===== config.mk =====
export PLATFORM = sky130hd
export DESIGN_NAME = fifo_rd_stream
export DESIGN_NICKNAME = d
export VERILOG_FILES = /design/src/rtl/fifo_rd_pkg.sv /design/src/rtl/rd_skid_buf.sv /design/src/rtl/fifo_rd_stream.sv
export SDC_FILE = /design/constraint.sdc
export NUM_CORES = 1
export LEC_CHECK = 0
export ABC_CLOCK_PERIOD_IN_PS = 4460
export BUFFER_PORTS_ARGS = -buffer_cell sky130_fd_sc_hd__buf_4
export CAP_MARGIN = 20
export CELL_PAD_IN_SITES_DETAIL_PLACEMENT = 0
export CELL_PAD_IN_SITES_GLOBAL_PLACEMENT = 2
export CORE_MARGIN = 2
export CORE_UTILIZATION = 36
export DETAILED_ROUTE_END_ITERATION = 12
export GPL_TIMING_DRIVEN = 0
export PLACE_DENSITY_LB_ADDON = 0.1
export REMOVE_ABC_BUFFERS = 1
export SLEW_MARGIN = 20
export SYNTH_ARGS = -nofsm -noshare
export SYNTH_HDL_FRONTEND = slang
export SYNTH_SLANG_ARGS = --single-unit

===== constraint.sdc =====
create_clock -name r_clk -period 4.46 [get_ports r_clk]
set_input_delay 0.446 -clock r_clk [delete_from_list [all_inputs] [get_ports r_clk]]
set_output_delay 0.446 -clock r_clk [all_outputs]
set_load 0.01 [all_outputs]

===== src/rtl/fifo_rd_pkg.sv =====
// rtl/fifo_rd_pkg.sv - shared constants and helpers for the FIFO read-side streamer
package fifo_rd_pkg;

  localparam int BUF_DEPTH = 2;
  localparam int BUF_CNT_W = 2;

  // Packet beat counter width; a 1-word packet still needs a 1-bit vector.
  function automatic int beat_width(input int pkt_len);
    return (pkt_len > 1) ? $clog2(pkt_len) : 1;
  endfunction

endpackage


===== src/rtl/rd_skid_buf.sv =====
// rtl/rd_skid_buf.sv - 2-entry register buffer absorbing the FIFO RAM read latency
module rd_skid_buf
  import fifo_rd_pkg::*;
#(
  parameter int DATA_WIDTH = 8
) (
  input  logic                  r_clk,
  input  logic                  r_rst_n,
  input  logic                  wr_en,
  input  logic [DATA_WIDTH-1:0] wr_data,
  input  logic                  rd_en,
  output logic [DATA_WIDTH-1:0] head,
  output logic [BUF_CNT_W-1:0]  cnt
);

  logic [DATA_WIDTH-1:0] slot0;
  logic [DATA_WIDTH-1:0] slot1;

  // slot0 is always the head; a read shifts slot1 forward.
  always_ff @(posedge r_clk or negedge r_rst_n) begin
    if (!r_rst_n) begin
      slot0 <= '0;
      slot1 <= '0;
      cnt   <= '0;
    end else begin
      case ({wr_en, rd_en})
        2'b10: begin
          if (cnt != BUF_CNT_W'(BUF_DEPTH)) begin
            if (cnt == '0) slot0 <= wr_data;
            else           slot1 <= wr_data;
            cnt <= cnt + BUF_CNT_W'(1);
          end
        end
        2'b01: begin
          slot0 <= slot1;
          cnt   <= cnt - BUF_CNT_W'(1);
        end
        2'b11: begin
          if (cnt == BUF_CNT_W'(1)) begin
            slot0 <= wr_data;
          end else begin
            slot0 <= slot1;
            slot1 <= wr_data;
          end
        end
        default: ;
      endcase
    end
  end

  assign head = slot0;

endmodule


===== src/rtl/fifo_rd_stream.sv =====
// rtl/fifo_rd_stream.sv - drains the async FIFO read port onto a framed valid/ready stream
module fifo_rd_stream
  import fifo_rd_pkg::*;
#(
  parameter int DATA_WIDTH = 8,
  parameter int PKT_LEN    = 4,
  parameter int CNT_WIDTH  = 16
) (
  input  logic                  r_clk,
  input  logic                  r_rst_n,
  input  logic                  en,
  input  logic                  r_empty,
  input  logic [DATA_WIDTH-1:0] r_data,
  output logic                  pop,
  output logic                  m_valid,
  output logic [DATA_WIDTH-1:0] m_data,
  output logic                  m_last,
  input  logic                  m_ready,
  output logic [CNT_WIDTH-1:0]  rd_count
);

  localparam int BEAT_W = beat_width(PKT_LEN);

  logic                 inflight;
  logic                 take;
  logic [BUF_CNT_W-1:0] cnt;
  logic [BUF_CNT_W:0]   credit;

  assign m_valid = (cnt != '0);
  assign take    = m_valid && m_ready;

  // Words already owed to the buffer after this cycle; take implies cnt >= 1, so no underflow.
  assign credit = {1'b0, cnt} + {{BUF_CNT_W{1'b0}}, inflight} - {{BUF_CNT_W{1'b0}}, take};
  assign pop    = r_rst_n && en && !r_empty && (credit < (BUF_CNT_W+1)'(BUF_DEPTH));

  always_ff @(posedge r_clk or negedge r_rst_n) begin
    if (!r_rst_n) begin
      inflight <= 1'b0;
      rd_count <= '0;
    end else begin
      inflight <= pop;
      if (pop) rd_count <= rd_count + CNT_WIDTH'(1);
    end
  end

  rd_skid_buf #(
    .DATA_WIDTH(DATA_WIDTH)
  ) u_buf (
    .r_clk  (r_clk),
    .r_rst_n(r_rst_n),
    .wr_en  (inflight),
    .wr_data(r_data),
    .rd_en  (take),
    .head   (m_data),
    .cnt    (cnt)
  );

  generate
    if (PKT_LEN == 1) begin : g_single
      assign m_last = 1'b1;
    end else begin : g_multi
      logic [BEAT_W-1:0] beat;

      always_ff @(posedge r_clk or negedge r_rst_n) begin
        if (!r_rst_n) begin
          beat <= '0;
        end else if (take) begin
          beat <= (beat == BEAT_W'(PKT_LEN-1)) ? '0 : beat + BEAT_W'(1);
        end
      end

      assign m_last = (beat == BEAT_W'(PKT_LEN-1));
    end
  endgenerate

endmodule


* Word level (Yosys, flattened, before mapping)
Index checks and enable logic that the tools add are counted.
** Word-level totals
- Input bits :: 13
- Output and inout bits :: 27
- Word-level logic and storage cells :: 47
- Register bits after elaboration :: 37
** Cells by class
- Add/sub/neg operators :: 6
- $lt $le $gt $ge :: 1
- Reductions and logical operators :: 13
- Multiplexer cells :: 11
- Eq/ne operators :: 10
** Operators by type and width (count)
- $mux W8 :: 6
- $pmux W8 S3 :: 1
- $add A16 B1 Y16 const B :: 1
- $pmux W8 S2 :: 1
- $eq A2 B2 Y1 const B :: 3
- $ne A2 B2 Y1 const B :: 3
- $reduce_bool A2 Y1 :: 3
- $add A2 B1 Y2 const B :: 2
- $eq A2 B1 Y1 const B :: 2
- $logic_and A1 B1 Y1 :: 4
- $mux W2 :: 2
- $ne A2 B1 Y1 const B :: 2
- $pmux W2 S2 :: 1
- $reduce_and A4 Y1 :: 1
- $add A2 B1 Y3 :: 1
- $lt A3 B2 Y1 const B :: 1
- $reduce_and A3 Y1 :: 1
- $reduce_bool A3 Y1 :: 1
- $sub A3 B1 Y3 :: 1
- $logic_not A2 Y1 :: 1
- $reduce_and A2 Y1 :: 1
- $sub A2 B1 Y2 const B :: 1
- $logic_not A1 Y1 :: 1

* Depth between registers and ports, before layout
Gate-level depths: netlist of the first run.
- Word-level depth :: 5
- Depth in mapped cells :: 11

* Cells and area by module
Synthesis of the first run repeated with hierarchy kept, for this count alone.
** Second synthesis, totals
- Cells, all modules :: 150
- Area, all modules :: 1903.1 um^2
** By module, submodules not included
- rd_skid_buf :: sequential area each 450.4 um^2, area each 965.9 um^2, cells an instance 72, instances 1
- fifo_rd_stream :: sequential area each 475.5 um^2, area each 937.1 um^2, cells an instance 78, instances 1

* Least setup slack after synthesis of the first run
No wires, ideal clock.
- Kind :: flip-flop to flip-flop
- Start :: reg u_buf.cnt[1]
- End :: reg rd_count[12]
- Clock period less this slack :: 2.872 ns
- Required time :: 4.381 ns
- Setup slack :: 1.588 ns
- Data arrival time :: 2.793 ns
- Setup time :: 0.079 ns
- Path buffers :: 1
- Cell stages (with the launch flop) :: 12
- Cell sequence :: dfrtp_1 > inv_1 > ha_1 > nand2b_1 > nor2_1 > o21ai_0 > fa_1 > nand4b_4 > or4_1 > buf_2 > nor3_2 > xor2_1
** On the way
- Longest elaborated chain between the ends :: 5
- Elaborated cells on any way between the ends :: 6
- Classes of those cells :: add/sub (2); order compare (1); reduce/logical (3)
** RTL lines
- start, declared :: RTL line rd_skid_buf.sv:13 : output logic [BUF_CNT_W-1:0] cnt
- start signal, assigned :: RTL line rd_skid_buf.sv:31 : cnt <= cnt + BUF_CNT_W'(1);
- start signal, assigned :: RTL line rd_skid_buf.sv:36 : cnt <= cnt - BUF_CNT_W'(1);
- branches (longest 2 deep; another with $add A2 B1 Y3)
- $sub A3 B1 Y3 (*) :: RTL line fifo_rd_stream.sv:33 : assign credit = {1'b0, cnt} + {{BUF_CNT_W{1'b0}}, inflight} - {{BUF_CNT_W{1'b0}}, take};
- $lt A3 B2 Y1 (*) :: RTL line fifo_rd_stream.sv:34 : assign pop = r_rst_n && en && !r_empty && (credit < (BUF_CNT_W+1)'(BUF_DEPTH));
- $logic_and A1 B1 Y1 (*) :: RTL line fifo_rd_stream.sv:34
- end signal, assigned :: RTL line fifo_rd_stream.sv:42 : if (pop) rd_count <= rd_count + CNT_WIDTH'(1);
- end, declared :: RTL line fifo_rd_stream.sv:19 : output logic [CNT_WIDTH-1:0] rd_count
Every way passes the cells marked *.
A chain may end at the register's enable or synchronous reset.

* Worst setup path after layout of the first run
- Start :: reg u_buf.cnt[1]
- End :: out pop
** On the way
- Longest elaborated chain between the ends :: 5
- Elaborated cells on any way between the ends :: 6
- Classes of those cells :: add/sub (2); order compare (1); reduce/logical (3)
** RTL lines
- branches (longest 2 deep; another with $add A2 B1 Y3)
- $sub A3 B1 Y3 (*) :: RTL line fifo_rd_stream.sv:33
- $lt A3 B2 Y1 (*) :: RTL line fifo_rd_stream.sv:34
- $logic_and A1 B1 Y1 (*) :: RTL line fifo_rd_stream.sv:34
- end, declared :: RTL line fifo_rd_stream.sv:14 : output logic pop,
Marked as above.

==> results of run 1 <==
[final timing paths]
kind                               startpoint         endpoint  slack (ns)  cells past startpoint
max in group asynchronous             r_rst_n      rd_count[3]        3.99                      1
worst min-delay path                  r_rst_n  g_multi.beat[1]        0.12                      1
worst max-delay path             u_buf.cnt[1]              pop         1.0                      9
worst min register to register  u_buf.head[1]    u_buf.head[1]        0.48                      2
worst max register to register   u_buf.cnt[1]      rd_count[9]        1.15                     10
min in group r_clk                  r_data[4]   u_buf.slot1[4]        0.40                      2
[kinds of logic (layout without fill, tap and decap cells)]
group / Yosys count / count (layout) / share of synthesized area, %
muxes: 18 / 18 / 11.1
AOI/OAI and AO/OA: 15 / 15 / 4.50
xor gates and xnor gates: 17 / 17 / 8.64
buffers and inverters: 7 / 52 / 1.60
adders and majority gates: 6 / 6 / 4.79
DFF: 37 / 37 / 53.7
and+or+nand+nor: 52 / 52 / 15.6
[cells in the mapped netlist, types with 5 or more instances]
master	number	area, sq um
inv_1	5	18.8
nand3_1	7	35.0
nand4_1	6	37.5
xnor2_1	11	96.3
dfrtp_1	37	926
mux2_2	9	101
o21ai_0	11	55.1
mux2i_1	9	90.1
nor2_1	9	33.8
xor2_1	6	52.6
ha_1	5	62.6
nand2_1	20	75.1
[final cells by class]
| type | instances | share of cell area, % |
|---|---|---|
| Inverter | 5 | 0.856 |
| Clock inverter | 3 | 2.11 |
| Sequential cell | 37 | 42.2 |
| Clock buffer | 5 | 3.14 |
| Multi-Input combinational cell | 108 | 35.3 |
| Tap cell | 54 | 3.08 |
| Timing Repair Buffer | 39 | 13.3 |
[registers in the layout, indices dropped and copies added (netlist names)]
signal,cells
g_multi.beat,2
inflight,1
rd_count,16
u_buf.cnt,2
u_buf.head,8
u_buf.slot1,8
[report_power, final]
group / leakage [nW] / switching, mW / internal (mW)
Sequential: 0.483 / 0.0734 / 0.435
Clock: 0.0543 / 0.124 / 0.167
Combinational: 0.556 / 0.205 / 0.205
[through the flow]
stage                     hold WS, ns  instances
final                           0.116        251
after global routing            0.142        251
after CTS                       0.132        251
after detailed placement        0.455        243
after global placement          0.447        243
after floorplan                 0.150        150
[routing by layer]
| metal | GRT usage [%] | wire length (um) |
|---|---|---|
| met1 | 17.9 | 1530 |
| met2 | 22.5 | 1590 |
| met3 | 4.83 | 209 |
| met4 | 5.56 | 54 |
| met5 | 0 | 0 |
==> reports/qor.csv, run 1 <==
stage;metric;value;unit
timing;endpoints failing setup;0;
power_and_ir_drop;Max VDD drop;261;uV
clock_tree;Worst-Skew Late Latency;0.29;ns
timing;final clock skew;0.00379;ns
cells_and_area;most frequent cells in the layout;39 x buf_4, 37 x dfrtp_1, 20 x nand2_1;
clock_tree;Setup Fix Bufs, Post-CTS;0;
grt;initial antenna violation count;0;
floorplan;standard-cell rows;25;
cells_and_area;Area Overhead vs Synth;27.3;%
cells_and_area;commonest non-fill, non-tap cell in the layout;buf_4;
clock_tree;H-tree depth;2;
synth;Mapped Avg Cell Area;11.3;sq um
setup_path;Worst EP arrival;3.02;ns
cells_and_area;FF/Latch Area;926;sq um
timing;Peak Freq;289;MHz
timing;Slew HR;41.8;%
placed_design;Final GP Congestion;0.723;
placed_design;Port Buffers;39;
floorplan;Starting Density;37.0;%
power_and_ir_drop;leakage;1.09;nW
route;drt total wl;3.38;mm
grt;maximum number of pins on one net before global-route repair;39;
route;DRT Pass-1 Iters;2;
flow_run;Max Cap Viol;0;
synth;Synth Register Bits;37;
grt;Total GRT Usage;14.2;%
clock_tree;Root Buffer;clkbuf_8;
setup_path;CP Cell Sequence;inv_1, ha_1, nand2b_1, nor2_1, o21ai_0, fa_1, nand4b_4, nor2_1, buf_4;
clock_tree;CTS Buf Count;5;
route;Post-route DRC;0;
clock_tree;hold buffer count at CTS;0;
setup_path;CP Data Required Time;4.01;ns
timing;Tmin final;3.46;ns
floorplan;Core Area;0.00466;sq mm
cells_and_area;layout cell share with drive strength beyond 1;30.5;%
synth;Synth async-reset ratio;100;%
setup_path;CP Class;reg -> out;
floorplan;die height;73.2;um
power_and_ir_drop;total power;1.21;mW
floorplan;full die area;0.00536;sq mm
placed_design;Cell Area, Placed;0.00207;sq mm
setup_path;max incr delay on CP;0.55;ns
route;Routed WL per cell;13.5;um
synth;number of library cell types mapped by synthesis;25;
cells_and_area;Ant. Diodes;0;
grt;first-pass GRT wire length;5.75;mm
cells_and_area;Final #Nets;215;
clock_tree;CTS tree;built;
synth;Top FF cell, synth;dfrtp_1;
setup_path;cell family with most CP delay;simple AND/OR/NAND/NOR gates;
route;post-route ant nets;0;
power_and_ir_drop;power density over the cells;552;mW/mm^2
setup_path;most frequent CP cell;nor2_1;
timing;RSZ-0062 raised after global routing;no;
timing;Final Hold Viols;0;
synth;cell area after synthesis;0.00172;sq mm
setup_path;CP max stage cell;fa_1;
timing;Slew Limit Fails;0;
cells_and_area;Core Util, Final;47.1;%
timing;Final period util;77.7;%
placed_design;Detail Placement HPWL;2.33;mm
timing;worst slew pin tran;0.865;ns
setup_path;Worst Setup Start Kind;flip-flop;
route;total number of vias;1198;
cells_and_area;Multi-input gate area;773;sq um
run_status;status;finished, final reports clean;
timing;TNS Setup;0;ns
min_path;Hold WC Path Type;in -> async;
grt;vias in the first global route;1195;
clock_tree;clk buf depth;2;
route;Vias/cell;4.77;
setup_path;worst path bufs/invs;2;
grt;Remaining Overflow, GRT;0;
clock_tree;Worst-path clk slew;0.08;ns
floorplan;Die Wd;73.2;um
route;Starting DRT DRC Count;36;
setup_path;Setup crit end kind;output pin;
synth;sequential fraction of the synthesis area;53.7;%
synth;Gate Count Post-Synth;152;
floorplan;I/O Pins;40;
cells_and_area;post-route cell area;0.00219;sq mm
timing;Final WS setup;0.995;ns
placed_design;worst slack at placement;1.13;ns
setup_path;CP Max Fanout;8;
clock_tree;post_cts resized;0;
clock_tree;CTS sink cnt;37;
cells_and_area;fill count;445;
synth;Syn. warnings;0;
synth;Post-synth EDFFs;0;
Power figures use the tool's default switching activity.
==> run 2, diff against run 1 <==
ABC_CLOCK_PERIOD_IN_PS = 3560   (was 4460)
CORE_UTILIZATION = 34   (was 36)
clock period = 3.56 ns   (was 4.46 ns; I/O delays follow)
==> run 2 against run 1 <==
Die area up 5.6%. Clock-buffer cell count up 1. Sequential cell count unchanged. Register-to-register slack worse by 1.0 ns. Via count up 3.3%. Setup slack worse by 0.88 ns. Power up 27%. Final cell count up 5.2%. Non-clock buffer count unchanged. Critical path type unchanged. Largest power group unchanged.
==> reports/qor.csv, run 2 (synthesis gave the netlist of run 1 again) <==
stage;metric;value;unit;change
power_and_ir_drop;total power;1.53;mW;was 1.21 mW
setup_path;Setup crit end kind;output pin;;unchanged
grt;Total GRT Usage;13.6;%;was 14.2%
timing;Final period util;96.9;%;
setup_path;worst path bufs/invs;2;;unchanged
clock_tree;H-tree depth;2;;unchanged
floorplan;standard-cell rows;25;;unchanged
route;drt total wl;3.41;mm;was 3.38 mm
clock_tree;CTS tree;built;;unchanged
setup_path;Worst EP arrival;3.09;ns;was 3.02 ns
floorplan;full die area;0.00565;sq mm;was 0.00536 sq mm
setup_path;CP Data Required Time;3.20;ns;was 4.01 ns
setup_path;Worst Setup Start Kind;flip-flop;;unchanged
clock_tree;clk buf depth;2;;unchanged
power_and_ir_drop;leakage;1.10;nW;was 1.09 nW
cells_and_area;FF/Latch Area;926;sq um;unchanged
clock_tree;post_cts resized;0;;unchanged
floorplan;die height;75.2;um;was 73.2 um
floorplan;I/O Pins;40;;unchanged
route;post-route ant nets;0;;unchanged
setup_path;reg-to-reg setup timing slack;0.15;ns;was 1.15 ns
cells_and_area;Final Non-Filler Cells;264;;was 251
cells_and_area;Multi-input gate area;773;sq um;unchanged
grt;Remaining Overflow, GRT;0;;unchanged
placed_design;Port Buffers;39;;unchanged
grt;maximum number of pins on one net before global-route repair;39;;unchanged
setup_path;cell family with most CP delay;simple AND/OR/NAND/NOR gates;;unchanged
timing;Slew HR;38.9;%;was 41.8%
clock_tree;CTS sink cnt;37;;unchanged
clock_tree;CTS Buf Count;5;;unchanged
timing;Tmin final;3.45;ns;
floorplan;Die Wd;75.2;um;was 73.2 um
timing;RSZ-0062 raised after global routing;yes;;was no
route;Post-route DRC;0;;unchanged
timing;final clock skew;0.00669;ns;was 0.00379 ns
cells_and_area;fill count;507;;was 445
run_status;status;finished, final reports clean;;unchanged
placed_design;Detail Placement HPWL;2.43;mm;was 2.33 mm
cells_and_area;most frequent cells in the layout;39 x buf_4, 37 x dfrtp_1, 20 x nand2_1;;unchanged
clock_tree;Worst-Skew Late Latency;0.29;ns;about the same
setup_path;most frequent CP cell;nor2_1;;unchanged
setup_path;CP Max Fanout;8;;unchanged
cells_and_area;Top reg by flops;rd_count;;unchanged
timing;Hold WS;0.0289;ns;was 0.116 ns
clock_tree;Root Buffer;clkbuf_8;;unchanged
timing;worst slew pin tran;0.908;ns;was 0.865 ns
power_and_ir_drop;power density over the cells;692;mW/mm^2;was 552 mW/mm^2
cells_and_area;max reg flops;16;;unchanged
route;DRT Pass-1 Iters;4;;was 2
timing;Final WS setup;0.111;ns;was 0.995 ns
grt;vias in the first global route;1256;;was 1195
cells_and_area;Final #Nets;215;;unchanged
setup_path;max incr delay on CP;0.55;ns;about the same
route;Routed WL per cell;12.9;um;was 13.5 um
power_and_ir_drop;Max VDD drop;297;uV;was 261 uV
grt;initial antenna violation count;0;;unchanged
timing;Peak Freq;290;MHz;
cells_and_area;layout cell share with drive strength beyond 1;30.5;%;unchanged
clock_tree;Setup Fix Bufs, Post-CTS;0;;unchanged
clock_tree;hold buffer count at CTS;0;;unchanged
cells_and_area;commonest non-fill, non-tap cell in the layout;buf_4;;unchanged
placed_design;worst slack at placement;0.162;ns;was 1.13 ns
cells_and_area;post-route cell area;0.00221;sq mm;was 0.00219 sq mm
grt;first-pass GRT wire length;5.70;mm;was 5.75 mm
setup_path;CP Cell Sequence;inv_1, ha_1, nand2b_1, nor2_1, o21ai_0, fa_1, nand4b_4, nor2_1, buf_4;;unchanged
floorplan;Starting Density;35.8;%;was 37.0%
route;Vias/cell;4.69;;was 4.77
setup_path;CP Class;reg -> out;;unchanged
setup_path;CP max stage cell;fa_1;;unchanged
cells_and_area;Ant. Diodes;0;;unchanged
cells_and_area;Area Overhead vs Synth;28.5;%;was 27.3%
timing;Final Hold Viols;0;;unchanged
route;total number of vias;1237;;was 1198
floorplan;Core Area;0.00482;sq mm;was 0.00466 sq mm
timing;Slew Limit Fails;0;;unchanged
timing;endpoints failing setup;0;;unchanged
flow_run;Max Cap Viol;0;;unchanged
placed_design;Final GP Congestion;0.848;;was 0.723
clock_tree;Worst-path clk slew;0.08;ns;about the same
placed_design;Cell Area, Placed;0.00209;sq mm;was 0.00207 sq mm
placed_design;Cells after DPL;256;;was 243
route;Starting DRT DRC Count;47;;was 36
min_path;Hold WC Path Type;in -> async;;unchanged
==> run 2: worst reg2reg max path: cells and delay by family (launching register included) <==
kind                     cells  cell delay [ns]
AO/OA/AOI/OAI                1             0.15
buffers and inverters        1             0.11
AND/OR/NAND/NOR              5             1.60
XOR/XNOR                     1             0.17
adder cells (fa/ha/maj)      2             0.80
flip-flops                   1             0.47
==> run 2: metrics by stage <==
step                utilization (%)  TNS, ns
global placement               43.4        0
global route                   46.0   -0.643
floorplan                         -        0
CTS                            45.9        0
finish                         46.0        0
detailed placement             43.4        0
==> run 2: path summary, 6_finish.rpt <==
| kind | from | end | cells past startpoint |
|---|---|---|---|
| worst max-delay path | u_buf.cnt[1] | pop | 9 |
| worst min-delay path | r_rst_n | u_buf.head[5] | 1 |
| worst max register to register | u_buf.cnt[1] | rd_count[9] | 10 |
| worst min register to register | rd_count[15] | rd_count[15] | 1 |
| max in group asynchronous | r_rst_n | u_buf.slot1[4] | 1 |
| min in group r_clk | r_data[7] | u_buf.slot1[7] | 2 |
==> run 2: routing by layer <==
layer | vias up | wire length [um] | track usage, %
li1 | 605 | - | -
met1 | 597 | 1560 | 17.5
met2 | 29 | 1620 | 21.1
met3 | 6 | 178 | 4.69
met4 | 0 | 58 | 5.26
met5 | - | 0 | 0
==> run 2: report_power, final <==
part	internal (mW)	switching [mW]	leakage (nW)
Sequential	0.545	0.0921	0.483
Clock	0.228	0.155	0.0574
Combinational	0.257	0.255	0.556
Total	1.03	0.502	1.10
==> run 2: area by class of cell <==
class                      count  area share, %
clock buffer                   6           3.73
clock inverter                 2           1.69
inverter                       5          0.847
multi-input combinational    108           34.9
sequential                    37           41.8
tap                           67           3.79
timing repair buffer          39           13.2
==> run 3, diff against run 2 <==
SETUP_SLACK_MARGIN = 0.3   (was not set)
==> run 3 against run 2 <==
Clock power barely moved. First-iteration DRC count rose by 8.5%. Via count rose by 0.16%. Clock-buffer cell count did not move. Hold slack got worse by 0.00064 ns. Setup slack improved by 0.38 ns. Sequential share of layout area fell by 0.34 points. Critical path type unchanged. Critical endpoint unchanged.
==> reports/qor.csv, run 3 (synthesis gave the netlist of run 1 again) <==
stage;metric;value;unit;change
run_status;status;finished, final reports clean;;unchanged
power_and_ir_drop;Internal Pwr Total;1.03;mW;about the same
grt;maximum number of pins on one net before global-route repair;39;;unchanged
timing;Slew HR;57.8;%;was 38.9%
power_and_ir_drop;switching power;516;uW;was 502 uW
route;Post-route DRC;0;;unchanged
setup_path;worst r2r src;u_buf.cnt[0];;was u_buf.cnt[1]
power_and_ir_drop;total power;1.55;mW;was 1.53 mW
grt;Total GRT Usage;13.6;%;about the same
grt;vias in the first global route;1264;;was 1256
timing;RSZ-0062 raised after global routing;yes;;unchanged
cells_and_area;fill count;505;;was 507
cells_and_area;Top reg by flops;rd_count;;unchanged
grt;first-pass GRT wire length;5.71;mm;was 5.70 mm
power_and_ir_drop;Max VDD drop;298;uV;was 297 uV
setup_path;worst path bufs/invs;2;;unchanged
cells_and_area;FF/Latch Area;927;sq um;was 926 sq um
setup_path;max incr delay on CP;0.55;ns;about the same
flow_run;Max Cap Viol;0;;unchanged
timing;Final WS setup;0.494;ns;was 0.111 ns
power_and_ir_drop;power density over the cells;693;mW/mm^2;was 692 mW/mm^2
route;Routed WL per cell;12.9;um;about the same
clock_tree;CTS Buf Count;5;;unchanged
timing;Tmin final;3.07;ns;was 3.45 ns
cells_and_area;most frequent cells in the layout;39 x buf_4, 36 x dfrtp_1, 20 x nand2_1;;was 39 x buf_4, 37 x dfrtp_1, 20 x nand2_1
floorplan;Die Wd;75.2;um;unchanged
cells_and_area;post-route cell area;0.00224;sq mm;was 0.00221 sq mm
route;total number of vias;1239;;was 1237
setup_path;Worst EP arrival;2.71;ns;was 3.09 ns
floorplan;die height;75.2;um;unchanged
setup_path;CP max stage cell;fa_1;;unchanged
placed_design;Cells after DPL;256;;unchanged
setup_path;Setup crit end kind;output pin;;unchanged
timing;Hold WS;0.0283;ns;was 0.0289 ns
setup_path;CP Max Fanout;8;;unchanged
route;drt total wl;3.40;mm;was 3.41 mm
placed_design;Final GP Congestion;0.848;;unchanged
clock_tree;hold buffer count at CTS;0;;unchanged
cells_and_area;Final Non-Filler Cells;264;;unchanged
placed_design;worst slack at placement;0.162;ns;unchanged
floorplan;Starting Density;35.8;%;unchanged
power_and_ir_drop;combinational share of power;34.0;%;was 33.4%
timing;Final period util;86.1;%;was 96.9%
setup_path;FF-to-FF End;rd_count[12];;was rd_count[9]
power_and_ir_drop;Clock power frac;24.8;%;was 25.0%
clock_tree;Worst-Skew Late Latency;0.29;ns;about the same
clock_tree;Root Buffer;clkbuf_8;;unchanged
setup_path;CP Class;reg -> out;;unchanged
placed_design;Detail Placement HPWL;2.43;mm;unchanged
power_and_ir_drop;Sw Ratio;33.3;%;was 32.8%
grt;initial antenna violation count;0;;unchanged
setup_path;CP Data Required Time;3.20;ns;about the same
cells_and_area;commonest non-fill, non-tap cell in the layout;buf_4;;unchanged
cells_and_area;Ant. Diodes;0;;unchanged
floorplan;standard-cell rows;25;;unchanged
cells_and_area;Final #Nets;215;;unchanged
placed_design;Port Buffers;39;;unchanged
floorplan;I/O Pins;40;;unchanged
route;post-route ant nets;0;;unchanged
timing;worst slew pin tran;0.633;ns;was 0.908 ns
cells_and_area;max reg flops;16;;unchanged
timing;final clock skew;0.00673;ns;was 0.00669 ns
clock_tree;clk buf depth;2;;unchanged
power_and_ir_drop;Seq pwr share;41.3;%;was 41.6%
grt;Remaining Overflow, GRT;0;;unchanged
clock_tree;H-tree depth;2;;unchanged
timing;TNS Setup;0;ns;unchanged
timing;Final Hold Viols;0;;unchanged
clock_tree;Setup Fix Bufs, Post-CTS;0;;unchanged
cells_and_area;Area Overhead vs Synth;29.8;%;was 28.5%
clock_tree;Worst-path clk slew;0.08;ns;about the same
clock_tree;CTS tree;built;;unchanged
placed_design;Cell Area, Placed;0.00209;sq mm;unchanged
setup_path;reg-to-reg setup timing slack;0.51;ns;was 0.15 ns
route;Vias/cell;4.69;;about the same
timing;Peak Freq;326;MHz;was 290 MHz
min_path;Hold WC Path Type;in -> async;;unchanged
power_and_ir_drop;leakage;1.10;nW;about the same
setup_path;CP Cell Sequence;inv_1, ha_1, nand2b_1, nor2_2, o21ai_0, fa_1, nand4b_4, nor2_4, buf_4;;was inv_1, ha_1, nand2b_1, nor2_1, o21ai_0, fa_1, nand4b_4, nor2_1, buf_4
route;DRT Pass-1 Iters;4;;unchanged
floorplan;full die area;0.00565;sq mm;unchanged
clock_tree;CTS sink cnt;37;;unchanged
cells_and_area;layout cell share with drive strength beyond 1;33.0;%;was 30.5%
cells_and_area;Core Util, Final;46.4;%;was 46.0%
setup_path;cell family with most CP delay;adder cells;;was simple AND/OR/NAND/NOR gates
timing;Slew Limit Fails;0;;unchanged
setup_path;Worst Setup Start Kind;flip-flop;;unchanged
timing;endpoints failing setup;0;;unchanged
route;Starting DRT DRC Count;51;;was 47
cells_and_area;Multi-input gate area;793;sq um;was 773 sq um
setup_path;worst-case reg-to-reg path depth;10;;unchanged
floorplan;Core Area;0.00482;sq mm;unchanged
==> run 3: cell counts in the layout (fill, tap and decap cells not counted) <==
Identical to the previous run, type by type.
==> run 3: how the worst max path moves through the flow <==
stage                     slack, ns      endpoint  cells after the start         start
final                          0.49           pop                      9  u_buf.cnt[0]
after detailed placement       0.16   rd_count[9]                     10  u_buf.cnt[1]
after floorplan                0.68  rd_count[12]                     10  u_buf.cnt[1]
after CTS                      0.23           pop                      9  u_buf.cnt[1]
after global routing           0.26           pop                      9  u_buf.cnt[0]
after global placement         0.24   rd_count[9]                     10  u_buf.cnt[1]
==> run 3: timing repair <==
item,in CTS,in global routing
cloned,0,0
gates resized for setup,2,4
setup endpoints to repair,7,11
==> run 3: layout make-up <==
cell class | instances | area share [%]
clock buffer | 6 | 3.69
clock inverter | 2 | 1.68
inverter | 5 | 0.839
multi-input combinational | 108 | 35.5
sequential | 37 | 41.5
tap | 67 | 3.75
timing repair buffer | 39 | 13.1
==> run 3: worst reg2reg max path, cell delays in order (launching register included) <==
cell and delay (ns):
dfrtp_1 0.42, inv_1 0.10, ha_1 0.26, nand2b_1 0.27, nor2_2 0.17, o21ai_0 0.13, fa_1 0.55, nand4b_4 0.13
or4_4 0.60, nor3_2 0.19, xor2_1 0.16
==> run 3: metal layers <==
metal | global-route usage [%] | wire (um)
met5 | 0 | 0
met4 | 5.26 | 59
met3 | 4.69 | 182
met2 | 21.3 | 1650
met1 | 17.4 | 1510
==> run 3: power groups by stage <==
stage | combinational [mW] | clock, mW | sequential [mW]
detailed placement | 0.519 | 0 | 0.648
global route | 0.600 | 0.419 | 0.659
finish | 0.526 | 0.384 | 0.640
CTS | 0.528 | 0.396 | 0.640
floorplan | 0.305 | 0 | 0.655
global placement | 0.504 | 0 | 0.639
